### src/rtl/mdio_pkg.sv
// Shared types and constants for the MDIO (clause 22) management responder.
package mdio_pkg;

    localparam int unsigned DATA_W = 16;
    localparam int unsigned ADDR_W = 5;
    localparam int unsigned POS_W  = 5;

    typedef enum logic [2:0] {
        S_IDLE,
        S_ST,
        S_OP,
        S_PHYAD,
        S_REGAD,
        S_TA,
        S_DATA,
        S_SKIP
    } state_t;

    localparam logic [1:0] OP_WRITE = 2'b01;
    localparam logic [1:0] OP_READ  = 2'b10;
    localparam logic [1:0] TA_WRITE = 2'b10;

    localparam logic [ADDR_W-1:0] REG_CTRL   = 5'd0;
    localparam logic [ADDR_W-1:0] REG_STATUS = 5'd1;
    localparam logic [ADDR_W-1:0] REG_ID1    = 5'd2;
    localparam logic [ADDR_W-1:0] REG_ID2    = 5'd3;

    // Frame bit positions counted from the first ST bit (0) to the last data bit (31).
    localparam logic [POS_W-1:0] POS_OP_END  = 5'd3;
    localparam logic [POS_W-1:0] POS_PHY_END = 5'd8;
    localparam logic [POS_W-1:0] POS_REG_END = 5'd13;
    localparam logic [POS_W-1:0] POS_TA0     = 5'd14;
    localparam logic [POS_W-1:0] POS_LAST    = 5'd31;

endpackage

### src/rtl/mdio_sync.sv
// Brings MDC and MDIO into the CLK domain and flags MDC rising events.
module mdio_sync (
    input  logic CLK,
    input  logic RST,
    input  logic i_mdc,
    input  logic i_mdio,
    output logic o_mdc_rise_c,
    output logic o_mdio
);

    logic [1:0] r_mdc_ff;
    logic       r_mdc_prev;
    logic [1:0] r_mdio_ff;

    // Reset high so an MDC already high at reset release is not seen as a rise.
    always_ff @(posedge CLK) begin
        if (RST) begin
            r_mdc_ff   <= 2'b11;
            r_mdc_prev <= 1'b1;
            r_mdio_ff  <= 2'b11;
        end else begin
            r_mdc_ff   <= {r_mdc_ff[0], i_mdc};
            r_mdc_prev <= r_mdc_ff[1];
            r_mdio_ff  <= {r_mdio_ff[0], i_mdio};
        end
    end

    assign o_mdc_rise_c = r_mdc_ff[1] & ~r_mdc_prev;
    assign o_mdio       = r_mdio_ff[1];

endmodule

### src/rtl/mdio_responder.sv
// MDIO frame decoder with a control register, live status and fixed PHY ID registers.
module mdio_responder
    import mdio_pkg::*;
#(
    parameter logic [15:0] CTRL_INIT = 16'h1140,
    parameter logic [15:0] PHY_ID1   = 16'h0000,
    parameter logic [15:0] PHY_ID2   = 16'h0000
) (
    input  logic        CLK,
    input  logic        RST,
    input  logic [4:0]  PHYAD,
    input  logic        MDC,
    input  logic        MDIO_IN,
    input  logic [15:0] STATUS,
    output logic        MDIO_OUT,
    output logic        MDIO_OE,
    output logic [15:0] CTRL,
    output logic        CTRL_WR,
    output logic        FRAME_ERR
);

    logic w_rise;
    logic w_mdio;

    mdio_sync u_sync (
        .CLK          (CLK),
        .RST          (RST),
        .i_mdc        (MDC),
        .i_mdio       (MDIO_IN),
        .o_mdc_rise_c (w_rise),
        .o_mdio       (w_mdio)
    );

    state_t              r_state;
    logic [POS_W-1:0]    r_pos;
    logic                r_pre;
    logic [1:0]          r_op;
    logic [ADDR_W-1:0]   r_phy;
    logic [ADDR_W-1:0]   r_regad;
    logic                r_ta;
    logic [DATA_W-1:0]   r_shift;
    logic                r_oe;
    logic                r_out;
    logic [DATA_W-1:0]   r_ctrl;
    logic                r_ctrl_wr;
    logic                r_frame_err;
    logic                r_wr_pend;

    state_t              w_state_nxt;
    logic [POS_W-1:0]    w_pos_nxt;
    logic                w_pre_nxt;
    logic [1:0]          w_op_nxt;
    logic [ADDR_W-1:0]   w_phy_nxt;
    logic [ADDR_W-1:0]   w_regad_nxt;
    logic                w_ta_nxt;
    logic [DATA_W-1:0]   w_shift_nxt;
    logic                w_oe_nxt;
    logic                w_out_nxt;
    logic [DATA_W-1:0]   w_ctrl_nxt;
    logic                w_ctrl_wr_nxt;
    logic                w_frame_err_nxt;
    logic                w_wr_pend_nxt;
    logic [DATA_W-1:0]   w_rd_val;

    always_comb begin
        unique case (r_regad)
            REG_CTRL:   w_rd_val = r_ctrl;
            REG_STATUS: w_rd_val = STATUS;
            REG_ID1:    w_rd_val = PHY_ID1;
            REG_ID2:    w_rd_val = PHY_ID2;
            default:    w_rd_val = '0;
        endcase
    end

    always_ff @(posedge CLK) begin
        if (RST) begin
            r_state     <= S_IDLE;
            r_pos       <= '0;
            r_pre       <= 1'b0;
            r_op        <= '0;
            r_phy       <= '0;
            r_regad     <= '0;
            r_ta        <= 1'b0;
            r_shift     <= '0;
            r_oe        <= 1'b0;
            r_out       <= 1'b1;
            r_ctrl      <= CTRL_INIT;
            r_ctrl_wr   <= 1'b0;
            r_frame_err <= 1'b0;
            r_wr_pend   <= 1'b0;
        end else begin
            r_state     <= w_state_nxt;
            r_pos       <= w_pos_nxt;
            r_pre       <= w_pre_nxt;
            r_op        <= w_op_nxt;
            r_phy       <= w_phy_nxt;
            r_regad     <= w_regad_nxt;
            r_ta        <= w_ta_nxt;
            r_shift     <= w_shift_nxt;
            r_oe        <= w_oe_nxt;
            r_out       <= w_out_nxt;
            r_ctrl      <= w_ctrl_nxt;
            r_ctrl_wr   <= w_ctrl_wr_nxt;
            r_frame_err <= w_frame_err_nxt;
            r_wr_pend   <= w_wr_pend_nxt;
        end
    end

    always_comb begin
        w_state_nxt     = r_state;
        w_pos_nxt       = r_pos;
        w_pre_nxt       = r_pre;
        w_op_nxt        = r_op;
        w_phy_nxt       = r_phy;
        w_regad_nxt     = r_regad;
        w_ta_nxt        = r_ta;
        w_shift_nxt     = r_shift;
        w_oe_nxt        = r_oe;
        w_out_nxt       = r_out;
        w_ctrl_nxt      = r_ctrl;
        w_ctrl_wr_nxt   = 1'b0;
        w_frame_err_nxt = 1'b0;
        w_wr_pend_nxt   = 1'b0;

        // Write commit runs one cycle after the last data sample; bit 15 is a self-clearing soft reset.
        if (r_wr_pend) begin
            w_ctrl_wr_nxt = 1'b1;
            w_ctrl_nxt    = r_shift[15] ? CTRL_INIT : r_shift;
        end

        if (w_rise) begin
            w_pos_nxt = r_pos + POS_W'(1);
            case (r_state)
                S_IDLE: begin
                    w_pos_nxt = r_pos;
                    if (w_mdio) begin
                        w_pre_nxt = 1'b1;
                    end else if (r_pre) begin
                        w_pre_nxt   = 1'b0;
                        w_pos_nxt   = POS_W'(1);
                        w_state_nxt = S_ST;
                    end
                end
                S_ST: begin
                    if (w_mdio) begin
                        w_state_nxt = S_OP;
                    end else begin
                        w_frame_err_nxt = 1'b1;
                        w_state_nxt     = S_IDLE;
                    end
                end
                S_OP: begin
                    w_op_nxt = {r_op[0], w_mdio};
                    if (r_pos == POS_OP_END) begin
                        if (w_op_nxt == OP_WRITE || w_op_nxt == OP_READ) begin
                            w_state_nxt = S_PHYAD;
                        end else begin
                            w_frame_err_nxt = 1'b1;
                            w_state_nxt     = S_SKIP;
                        end
                    end
                end
                S_PHYAD: begin
                    w_phy_nxt = {r_phy[ADDR_W-2:0], w_mdio};
                    if (r_pos == POS_PHY_END) begin
                        w_state_nxt = S_REGAD;
                    end
                end
                S_REGAD: begin
                    w_regad_nxt = {r_regad[ADDR_W-2:0], w_mdio};
                    if (r_pos == POS_REG_END) begin
                        w_state_nxt = (r_phy == PHYAD) ? S_TA : S_SKIP;
                    end
                end
                S_TA: begin
                    if (r_op == OP_READ) begin
                        // First TA bit: take the bus driving 0 and snapshot the register.
                        if (r_pos == POS_TA0) begin
                            w_oe_nxt    = 1'b1;
                            w_out_nxt   = 1'b0;
                            w_shift_nxt = w_rd_val;
                        end else begin
                            w_out_nxt   = r_shift[15];
                            w_shift_nxt = {r_shift[14:0], 1'b0};
                            w_state_nxt = S_DATA;
                        end
                    end else begin
                        if (r_pos == POS_TA0) begin
                            w_ta_nxt = w_mdio;
                        end else if ({r_ta, w_mdio} == TA_WRITE) begin
                            w_state_nxt = S_DATA;
                        end else begin
                            w_frame_err_nxt = 1'b1;
                            w_state_nxt     = S_SKIP;
                        end
                    end
                end
                S_DATA: begin
                    if (r_op == OP_READ) begin
                        if (r_pos == POS_LAST) begin
                            w_oe_nxt    = 1'b0;
                            w_out_nxt   = 1'b1;
                            w_state_nxt = S_IDLE;
                        end else begin
                            w_out_nxt   = r_shift[15];
                            w_shift_nxt = {r_shift[14:0], 1'b0};
                        end
                    end else begin
                        w_shift_nxt = {r_shift[14:0], w_mdio};
                        if (r_pos == POS_LAST) begin
                            w_wr_pend_nxt = (r_regad == REG_CTRL);
                            w_state_nxt   = S_IDLE;
                        end
                    end
                end
                S_SKIP: begin
                    if (r_pos == POS_LAST) begin
                        w_state_nxt = S_IDLE;
                    end
                end
                default: begin
                    w_state_nxt = S_IDLE;
                end
            endcase
        end
    end

    assign MDIO_OUT  = r_out;
    assign MDIO_OE   = r_oe;
    assign CTRL      = r_ctrl;
    assign CTRL_WR   = r_ctrl_wr;
    assign FRAME_ERR = r_frame_err;

endmodule

### config.mk
export PLATFORM = sky130hd
export DESIGN_NAME = mdio_responder
export DESIGN_NICKNAME = d
export VERILOG_FILES = /design/src/rtl/mdio_pkg.sv /design/src/rtl/mdio_sync.sv /design/src/rtl/mdio_responder.sv
export SDC_FILE = /design/constraint.sdc
export NUM_CORES = 1
export LEC_CHECK = 0
export BUFFER_PORTS_ARGS = -buffer_cell sky130_fd_sc_hd__buf_2
export CAP_MARGIN = 10
export CORE_ASPECT_RATIO = 0.75
export CORE_MARGIN = 8
export CORE_UTILIZATION = 57
export CTS_BUF_LIST = sky130_fd_sc_hd__clkbuf_8 sky130_fd_sc_hd__clkbuf_16
export DETAILED_ROUTE_END_ITERATION = 10
export PLACE_DENSITY = 0.8
export SKIP_CTS_REPAIR_TIMING = 1
export SYNTH_ARGS = -nofsm -noshare
export SYNTH_HDL_FRONTEND = slang
export SYNTH_SLANG_ARGS = --single-unit
### constraint.sdc
create_clock -name CLK -period 3.2 [get_ports CLK]
set_input_delay 0.32 -clock CLK [delete_from_list [all_inputs] [get_ports CLK]]
set_output_delay 0.32 -clock CLK [all_outputs]
set_load 0.03 [all_outputs]
# After elaboration in Yosys (flattened, before gate mapping)
# Index checks and enable logic that the tools add are counted.
[classes]
addsub = 1
eq_ne = 30
muxes = 43
bitwise = 6
reduce_logical = 17
[ops]
columns = ["op", "count"]
rows = [
  ["two-way mux 16 bit", 4],
  ["one-hot mux 16 bit (2 select lines)", 2],
  ["two-way mux 3 bit", 10],
  ["one-hot mux 3 bit (7 select lines)", 1],
  ["inequality test 2 bit (second input constant)", 10],
  ["two-way mux 1 bit", 17],
  ["== test 5 x 4 -> 1 bit (second input constant)", 3],
  ["two-way mux 15 bit", 1],
  ["two-way mux 5 bit", 3],
  ["== test 3 bit (second input constant)", 4],
  ["AND reduction 4 bit", 3],
  ["AND reduction 2 bit", 4],
  ["AND reduction 8 bit", 1],
  ["== test 2 bit (second input constant)", 3],
  ["== test 3 x 2 -> 1 bit (second input constant)", 2],
  ["AND reduction 6 bit", 1],
  ["adder 5 x 1 -> 5 bit (second input constant)", 1],
  ["== test 5 x 1 -> 1 bit (second input constant)", 1],
  ["== test 5 x 2 -> 1 bit (second input constant)", 1],
  ["== test 5 bit", 1],
  ["== test 5 bit (second input constant)", 1],
  ["zero test 5 bit", 1],
  ["inverter 1 bit", 5],
  ["OR reduction 5 bit", 1],
  ["13 further kinds", 16],
]
[totals]
regBits = 64
word_cells = 114

# Logic depth before layout (Yosys ltp)
# Gate-level depths: netlist of the first run.
[depth]
depth_word = 5
ltp_mapped = 9

# Modules after synthesis
# A second synthesis of the first run with hierarchy kept.
[hier_totals]
hier_cells = 351
area_unflattened_um2 = 3054.2
[by_module_without_submodules]
columns = ["module", "n_inst", "cells_each", "area_per_inst_um2"]
rows = [
  ["mdio_responder", 1, 340, 2916.5],
  ["mdio_sync", 1, 11, 137.6],
]

# Least setup slack after synthesis of the first run
# Ideal clock, no wire load.
[synth_path]
path_type = "flip-flop to flip-flop"
startpoint = "reg r_pos[0]"
endpoint = "reg r_shift[5]"
setup_ps = 139
t_arrival_ps = 2077
required_ps = 3061
setup_slack_ps = 984
stages_incl_launch_ff = 10
path_buffers = 2
period_less_slack_ps = 2216
cell_sequence = "dfxtp_1 ha_1 and3_1 ha_1 and3b_1 o22ai_2 and2_1 clkbuf_1 buf_2 a311oi_2"
[synth_via]
elab_chain_len = 4
[synth_lines]
columns = ["element", "line_no", "rtl"]
rows = [
  ["start, declared", "mdio_responder.sv:35", "logic [POS_W-1:0] r_pos;"],
  ["start signal, assigned", "mdio_responder.sv:93", "r_pos <= w_pos_nxt;"],
  ["== test 5 x 4 -> 1 bit", "mdio_responder.sv:178", "if (r_pos == POS_TA0) begin"],
  ["two-way mux 16 bit", "mdio_responder.sv:178", ""],
  ["two-way mux 16 bit", "mdio_responder.sv:176", "if (r_op == OP_READ) begin"],
  ["one-hot mux 16 bit (2 select lines)", "mdio_responder.sv:133", "case (r_state)"],
  ["end signal, assigned", "mdio_responder.sv:99", "r_shift <= w_shift_nxt;"],
  ["end, declared", "mdio_responder.sv:41", "logic [DATA_W-1:0] r_shift;"],
]
# Several ways; a longest one is shown, not always the timed one. The select of a mux whose other input is x is not followed.
# A chain may end at the register's enable or synchronous reset.

# Worst setup path after layout of the first run
[layout_path]
startpoint = "reg r_state[0]"
endpoint = "reg r_shift[9]"
[layout_via]
elab_chain_len = 3
[layout_lines]
columns = ["element", "line_no", "rtl"]
rows = [
  ["start, declared", "mdio_responder.sv:34", "state_t r_state;"],
  ["start signal, assigned", "mdio_responder.sv:92", "r_state <= w_state_nxt;"],
  ["== test 3 bit", "mdio_responder.sv:133", ""],
  ["inequality test 3 bit (no line) (tied with other cells)", "n/a", ""],
  ["AND reduction 4 bit (no line)", "n/a", ""],
]
# Several ways; a longest one is shown, not always the timed one.

==> results of run 1 <==
[layer usage]
| metal | global-route usage (%) | vias to the layer above | wire length, um |
|---|---|---|---|
| met5 | 0 | - | 0 |
| met4 | 7.259 | 0 | 100 |
| li1 | - | 1336 | - |
| met2 | 28.57 | 108 | 3498 |
| met1 | 26.15 | 1308 | 3537 |
| met3 | 6.533 | 12 | 569 |
[final cells by class]
class | count | share of cell area (%)
Clock buffer | 10 | 3.860
Multi-Input combinational cell | 258 | 47.61
Timing Repair Buffer | 48 | 7.088
Sequential cell | 63 | 35.37
Clock inverter | 6 | 3.018
Inverter | 4 | 0.4211
Tap cell | 75 | 2.632
[cell families (layout without fill, tap and decap cells)]
group	count (synthesis)	after routing
AO/OA/AOI/OAI	98	98
XOR/XNOR	6	6
adder cells (fa/ha/maj)	5	5
buffers and inverters	30	68
flip-flops	63	63
multiplexers	10	10
other	1	1
AND/OR/NAND/NOR	138	138
[registers in the layout (all words and copies together), names as in the netlist]
register and count:
r_phy 5, MDIO_OE 1, r_state 3, r_regad 5, r_ta 1, u_sync.r_mdc_prev 1
r_pos 5, FRAME_ERR 1, r_shift 16, CTRL_WR 1, r_wr_pend 1, u_sync.r_mdio_ff 2
r_pre 1, MDIO_OUT 1, r_op 2, CTRL 15, u_sync.r_mdc_ff 2
[cell usage in the layout (no fill, tap or decap), types with 2 or more instances in the layout]
| cell type | synthesis | routed |
|---|---|---|
| sky130_fd_sc_hd__buf_4 | 1 | 5 |
| sky130_fd_sc_hd__clkinv_2 | 0 | 2 |
| sky130_fd_sc_hd__or2_2 | 6 | 6 |
| sky130_fd_sc_hd__bufinv_16 | 0 | 3 |
| sky130_fd_sc_hd__nand4_1 | 2 | 2 |
| sky130_fd_sc_hd__xnor2_1 | 6 | 6 |
| sky130_fd_sc_hd__nor3b_1 | 3 | 3 |
| sky130_fd_sc_hd__clkbuf_8 | 0 | 10 |
| sky130_fd_sc_hd__o22ai_1 | 4 | 4 |
| sky130_fd_sc_hd__inv_1 | 4 | 4 |
| sky130_fd_sc_hd__nand3_1 | 12 | 12 |
| sky130_fd_sc_hd__and3_1 | 2 | 2 |
| sky130_fd_sc_hd__a311oi_1 | 6 | 6 |
| sky130_fd_sc_hd__a211oi_1 | 3 | 3 |
| sky130_fd_sc_hd__a21oi_1 | 38 | 38 |
| sky130_fd_sc_hd__nand2_1 | 28 | 28 |
| sky130_fd_sc_hd__a311oi_2 | 10 | 10 |
| sky130_fd_sc_hd__nor2_1 | 27 | 27 |
| sky130_fd_sc_hd__a22oi_1 | 17 | 17 |
| sky130_fd_sc_hd__nand3b_1 | 6 | 6 |
| sky130_fd_sc_hd__mux2i_1 | 10 | 10 |
| sky130_fd_sc_hd__a31oi_1 | 2 | 2 |
| sky130_fd_sc_hd__nand2b_1 | 14 | 14 |
| sky130_fd_sc_hd__nor4_1 | 3 | 3 |
| sky130_fd_sc_hd__ha_1 | 5 | 5 |
| sky130_fd_sc_hd__o21ai_0 | 10 | 10 |
| sky130_fd_sc_hd__a21o_1 | 2 | 2 |
| sky130_fd_sc_hd__dfxtp_1 | 63 | 63 |
| sky130_fd_sc_hd__and3b_1 | 2 | 2 |
| sky130_fd_sc_hd__nor2b_1 | 16 | 16 |
| sky130_fd_sc_hd__buf_2 | 2 | 43 |
| sky130_fd_sc_hd__nor3_1 | 5 | 5 |
[power by group]
group          internal (mW)  total (mW)  switching [mW]
Sequential             0.787       0.790         0.00280
Combinational         0.0192      0.0438          0.0246
Clock                  0.536       0.857           0.322
Total                   1.34        1.69           0.349
[worst max-delay path: cells and delay by family (launching register included)]
family | cells | cell delay (ns)
and+or+nand+nor | 2 | 1.12
DFF | 1 | 0.65
AOI/OAI and AO/OA | 2 | 0.55
[worst paths after layout]
kind	slack, ns	end	cells after the start
hold reg to reg	0.41	u_sync.r_mdc_ff[1]	1
hold / removal	0.15	u_sync.r_mdc_ff[0]	2
setup / recovery	0.78	r_shift[9]	4
setup reg to reg	0.78	r_shift[9]	4
[through the flow]
| stage | hold WS (ns) | util (%) | instance area (um^2) | cells | power, mW |
|---|---|---|---|---|---|
| global placement | 0.3938 | 62.71 | 3321 | 448 | 0.8504 |
| CTS | 0.1372 | 67.34 | 3566 | 464 | 1.700 |
| global route | 0.1388 | 67.34 | 3566 | 464 | 1.742 |
| detailed placement | 0.3923 | 62.71 | 3321 | 448 | 0.8505 |
| floorplan | 0.3895 | - | 3093 | 351 | 0.8316 |
| finish | 0.1493 | 67.34 | 3566 | 464 | 1.691 |
==> results.md, run 1 <==
| Step | Metric | This run |
|---|---|---|
| setup path | Required time of the worst setup path | 3.45 ns |
| layout | Fill cells | 451 |
| setup path | Cell with the biggest individual delay on the critical path | sky130_fd_sc_hd__nor4b_4 |
| floorplan | Width of the chip | 101.1 um |
| floorplan | Total core area | 5295 um^2 |
| floorplan | Initial core utilization | 58.41% |
| setup path | Ordered list of cells on the worst path | and3b_2 > nor4b_4 > a22oi_1 > a311oi_2 |
| outcome | Outcome | finished, final reports clean |
| setup path | Critical R2R Launch | r_state[0] |
| layout | Antenna Cells | 0 |
| clock tree | Root Driver | sky130_fd_sc_hd__clkbuf_8 |
| global route | Vias in the first global route | 2532 |
| sta | Final Slew Violations | 0 |
| place | Port-buffer cells | 43 |
| sta | Setup-violating endpoint count in the final report | 0 |
| synth | Largest family of logic cells by synthesized area | simple AND/OR/NAND/NOR gates |
| clock tree | Clock transition time at the flip-flop clock pins of the worst setup and hold paths | 0.07 ns |
| setup path | Sort of element at the start of the critical path | flop |
| synth | Share of the synthesized area in the top cell type | 40.78% |
| hold path | Worst hold path class | in -> reg |
| global route | GR Util All Layers | 19.60% |
| synth | Most instantiated library cell after synthesis | sky130_fd_sc_hd__dfxtp_1 |
| clock tree | Num CTS Buffers | 9 |
| sta | Unrepaired setup endpoints after global routing | false |
| synth | Per-instance average area after synthesis | 8.812 um^2 |
| synth | XOR/XNOR share of the synthesized area | 1.699% |
| routing | Vias after detailed routing | 2764 |
| synth | Gate Count Post-Synth | 351 |
| routing | Post-DRT Antenna Nets | 0 |
| sta | Worst slew pin tran | 0.9236 ns |
| pwr | Max VDD drop | 0.3684 mV |
| sta | Maximum clock frequency | 412.7 MHz |
| routing | WL final | 7705 um |
| routing | First-pass DRT Iterations | 5 |
| synth | Synth warn | 0 |
| layout | Layout cells sized above 1 | 22.62% |
| sta | Headroom to the max-slew limit | 38.30% |
| setup path | Startpoint of the most critical setup path | r_state[0] |
| global route | Maximum number of pins on one net before global-route repair | 45 |
| routing | Iteration-0 DRC Markers | 284 |
| sta | Total count of hold-check failures in the final report | 0 |
| routing | Post-route DRC violation count | 0 |
| floorplan | Die outline height | 79.80 um |
| synth | Number of enable flip-flop cells after synthesis | 0 |
| sta | Final min period | 2.423 ns |
| layout | Area taken by flip-flops and latches | 1261 um^2 |
| pwr | PD cells | 474.1 nW/um^2 |
| run | Max-cap viol count | 0 |
| place | Place WS | 0.8175 ns |
| clock tree | CTS max path bufs | 2 |
| setup path | Element type at the critical path end | flop |
| routing | Average wire per cell in the routed design | 16.61 um |
| synth | Post-synth top flop | sky130_fd_sc_hd__dfxtp_1 |
| floorplan | Number of top-level design ports | 45 |
| synth | Part of the Yosys area used for sequential elements | 40.78% |
| clock tree | Deepest level of the CTS H-tree | 3 |
| clock tree | Clock insertion delay at the later pin of the skew report | 0.35 ns |
| sta | Worst Skew | 0.008749 ns |
| sta | Setup total negative slack | 0 ns |
| synth | Share of the synthesized area in compound gates (AO/OA/AOI/OAI) | 22.73% |
| pwr | Static leakage power | 1.301 nW |
| setup path | Category of the critical setup timing path | reg -> reg |
| layout | Area taken by multi-input logic gates | 1698 um^2 |
| synth | Unique masters post-synth | 51 |
| synth | Multiplexer area fraction after synthesis | 3.236% |
| clock tree | Clock tree from TritonCTS | built |
| global route | First-pass GRT wire length | 12500 um |
| synth | Total nets after synthesis | 381 |
| global route | Initial antenna violation count | 0 |
| sta | Post-layout worst setup margin | 0.7770 ns |
| synth | Simple-gate share of the synthesized area | 25.08% |
| floorplan | Die ar. | 8064 um^2 |
| synth | Share of async-settable or async-resettable flops after synthesis | 0% |
| synth | Cell type contributing the most total cell area after synthesis | sky130_fd_sc_hd__dfxtp_1 |
| synth | Number of synthesized register bits | 63 |
| setup path | Worst path arrival time | 2.67 ns |
| routing | Average vias per placed instance | 5.957 |
| place | Gpl congestion | 0.8740 |
| setup path | Critical-path maximum fanout | 18 |
| global route | Remaining global-route overflow | 0 |
| synth | Fraction of the mapped netlist area in adder cells | 2.023% |
| setup path | Largest stage delay on the critical path | 0.80 ns |
| floorplan | Num rows | 23 |
| layout | Area overhead of the layout relative to synthesis | 15.29% |
| hold path | Worst Min Path Start | MDC |
| place | Post-detailed-placement half-perimeter wirelength | 5124 um |
| clock tree | CTS Sinks | 63 |
| synth | Top cells by area, synth | sky130_fd_sc_hd__dfxtp_1, sky130_fd_sc_hd__a21oi_1, sky130_fd_sc_hd__a311oi_2 |
| layout | Final #Nets | 414 |
| sta | Ratio of final minimum period to clock period | 75.72% |
| synth | Post-Synthesis Cell Area | 3093 um^2 |
| synth | List of most frequent post-synthesis cells | sky130_fd_sc_hd__dfxtp_1, sky130_fd_sc_hd__a21oi_1, sky130_fd_sc_hd__nand2_1 |
Note: power is estimated with default switching activity, not from simulation.
==> inputs of run 2 (changes only) <==
--- a/config.mk
+++ b/config.mk
@@ -9,10 +9,10 @@
 export CAP_MARGIN = 10
 export CORE_ASPECT_RATIO = 0.75
 export CORE_MARGIN = 8
-export CORE_UTILIZATION = 57
+export CORE_UTILIZATION = 51
 export CTS_BUF_LIST = sky130_fd_sc_hd__clkbuf_8 sky130_fd_sc_hd__clkbuf_16
 export DETAILED_ROUTE_END_ITERATION = 10
-export PLACE_DENSITY = 0.8
+export PLACE_DENSITY = 0.75
 export SKIP_CTS_REPAIR_TIMING = 1
 export SYNTH_ARGS = -nofsm -noshare
 export SYNTH_HDL_FRONTEND = slang
==> constraint.sdc (replaced) <==
create_clock -name CLK -period 2.05 [get_ports CLK]
set_input_delay 0.205 -clock CLK [delete_from_list [all_inputs] [get_ports CLK]]
set_output_delay 0.205 -clock CLK [all_outputs]
set_load 0.03 [all_outputs]
==> run 2 against run 1 <==
Global-route usage fell by 2.5 points; sequential power rose by 56%; total power rose by 31%; utilization fell by 4.5 points.
==> results.md, run 2 (synthesis gave the netlist of run 1 again) <==
| Step | Metric | This run |
|---|---|---|
| place | Post-Place Cells | 464 |
| setup path | Terminus of the critical flop-to-flop path | r_shift[14] |
| routing | Post-route DRC violation count | 0 |
| layout | Leading cell types in the layout, fill and taps excluded | sky130_fd_sc_hd__dfxtp_1, sky130_fd_sc_hd__buf_2, sky130_fd_sc_hd__a21oi_1 |
| layout | Area overhead of the layout relative to synthesis | 18.37% |
| setup path | Sort of element at the start of the critical path | flop |
| place | Gpl congestion | 0.8825 |
| place | Post-detailed-placement half-perimeter wirelength | 5280 um |
| routing | Average wire per cell in the routed design | 15.86 um |
| setup path | Worst setup slack for register-to-register paths | 0.09 ns |
| clock tree | Clock insertion delay at the later pin of the skew report | 0.33 ns |
| floorplan | Num rows | 24 |
| floorplan | Die outline height | 83.44 um |
| hold path | Number of cells traversed by the worst hold path | 2 |
| layout | Fill cells | 513 |
| setup path | Critical R2R Launch | r_regad[1] |
| sta | Headroom to the max-slew limit | 48.82% |
| clock tree | Clock transition time at the flip-flop clock pins of the worst setup and hold paths | 0.07 ns |
| setup path | Required time of the worst setup path | 2.29 ns |
| layout | Register bank with the most flops | r_shift |
| floorplan | Width of the chip | 105.9 um |
| place | Place WS | 0.1081 ns |
| sta | Worst Skew | 0.005040 ns |
| setup path | Critical-path maximum fanout | 7 |
| pwr | Max VDD drop | 0.3658 mV |
| clock tree | Deepest level of the CTS H-tree | 3 |
| sta | Final min period | 1.960 ns |
| sta | Post-layout worst setup margin | 0.08973 ns |
| hold path | Worst Hold Endpoint | u_sync.r_mdc_ff[0] |
| layout | Antenna Cells | 0 |
| clock tree | Num CTS Buffers | 9 |
| sta | Final Slew Violations | 0 |
| floorplan | Number of top-level design ports | 45 |
| floorplan | Die ar. | 8838 um^2 |
| clock tree | Clock tree from TritonCTS | built |
| run | Max-cap viol count | 0 |
| layout | Post-layout instance count excluding filler cells | 480 |
| routing | Average vias per placed instance | 5.733 |
| pwr | Post-layout total power | 2.220 mW |
| hold path | Worst hold path class | in -> reg |
| layout | Final #Nets | 428 |
| setup path | Worst path arrival time | 2.20 ns |
| layout | Most common cell after layout, fill and taps aside | sky130_fd_sc_hd__dfxtp_1 |
| routing | Vias after detailed routing | 2752 |
| place | Port-buffer cells | 43 |
| layout | Share of the core filled with cells | 62.84% |
| sta | Total count of hold-check failures in the final report | 0 |
| global route | Remaining global-route overflow | 0 |
| global route | Vias in the first global route | 2653 |
| layout | Layout cells sized above 1 | 24.63% |
| sta | Ratio of final minimum period to clock period | 95.62% |
| clock tree | CTS Sinks | 63 |
| clock tree | Root Driver | sky130_fd_sc_hd__clkbuf_8 |
| setup path | Category of the critical setup timing path | reg -> reg |
| global route | Initial antenna violation count | 0 |
| layout | Max FFs per register | 16 |
| sta | Setup-violating endpoint count in the final report | 0 |
| global route | First-pass GRT wire length | 12610 um |
| setup path | Element type at the critical path end | flop |
| floorplan | Initial core utilization | 53.09% |
| clock tree | CTS max path bufs | 2 |
| routing | WL final | 7611 um |
| global route | GR Util All Layers | 17.06% |
| outcome | Outcome | finished, final reports clean |
| routing | First-pass DRT Iterations | 4 |
| routing | Post-DRT Antenna Nets | 0 |
| floorplan | Total core area | 5826 um^2 |
| sta | Worst slew pin tran | 0.7661 ns |
| sta | Unrepaired setup endpoints after global routing | true |
| pwr | PD cells | 606.4 nW/um^2 |
| routing | Iteration-0 DRC Markers | 195 |
| global route | Maximum number of pins on one net before global-route repair | 32 |
| sta | Maximum clock frequency | 510.1 MHz |
| pwr | Static leakage power | 1.366 nW |
| hold path | Worst Min Path Start | MDC |
| setup path | Cells on worst reg2reg path | 5 |
==> run 2: changes by cell type in the layout (fill, tap and decap cells not counted), moves of 2 or more <==
cell and change:
sky130_fd_sc_hd__bufinv_16 -3, sky130_fd_sc_hd__buf_12 +3, sky130_fd_sc_hd__buf_4 +9, sky130_fd_sc_hd__inv_1 +2
==> run 2: layout make-up <==
type	instances	area [um^2]	share of cell area (%)
flip-flops and latches	63	1261	34.45
multi-input cells	258	1723	47.06
clock inverters	5	27.53	0.7519
clock buffers	10	137.6	3.759
repair buffers	62	399.1	10.90
well taps	78	97.59	2.666
inverters	4	15.01	0.4101
==> run 2: stage by stage <==
step	hold slack (ns)	setup TNS, ns	area, um^2
global route	0.03852	-0.08876	3661
CTS	0.03692	0	3632
floorplan	0.3088	0	3104
global placement	0.3862	0	3467
finish	0.04938	0	3661
detailed placement	0.3891	0	3467
==> run 2: routing by layer <==
metal | vias up | track usage (%) | wire, um
met4 | 0 | 6.369 | 97
li1 | 1369 | - | -
met1 | 1288 | 22.79 | 3681
met2 | 86 | 25.51 | 3381
met3 | 9 | 4.630 | 450
met5 | - | 0 | 0
==> run 2: power by group <==
group	leakage, nW	switching, mW	total [mW]	internal, mW
clock	0.0868	0.460	0.913	0.453
sequential	0.508	0.00320	1.23	1.23
combinational	0.771	0.0393	0.0750	0.0357
==> run 2: critical path, cell delays in order, from the launching register on <==
cell and delay [ns]:
sky130_fd_sc_hd__dfxtp_1 0.33, sky130_fd_sc_hd__or4_4 0.59, sky130_fd_sc_hd__nor4_4 0.30, sky130_fd_sc_hd__clkbuf_4 0.28, sky130_fd_sc_hd__a22oi_1 0.10, sky130_fd_sc_hd__a311oi_1 0.27
==> run 2: how the worst max path moves through the flow <==
stage	startpoint	endpoint	slack, ns	depth (start not counted)
floorplan	r_pos[0]	r_shift[5]	0.02	9
global placement	r_pos[0]	r_shift[0]	0.15	6
detailed placement	r_pos[0]	r_shift[12]	0.11	7
CTS	r_pos[0]	r_shift[4]	0.08	7
global route	r_pos[1]	r_shift[1]	-0.03	8
finish	r_regad[1]	r_shift[14]	0.09	5
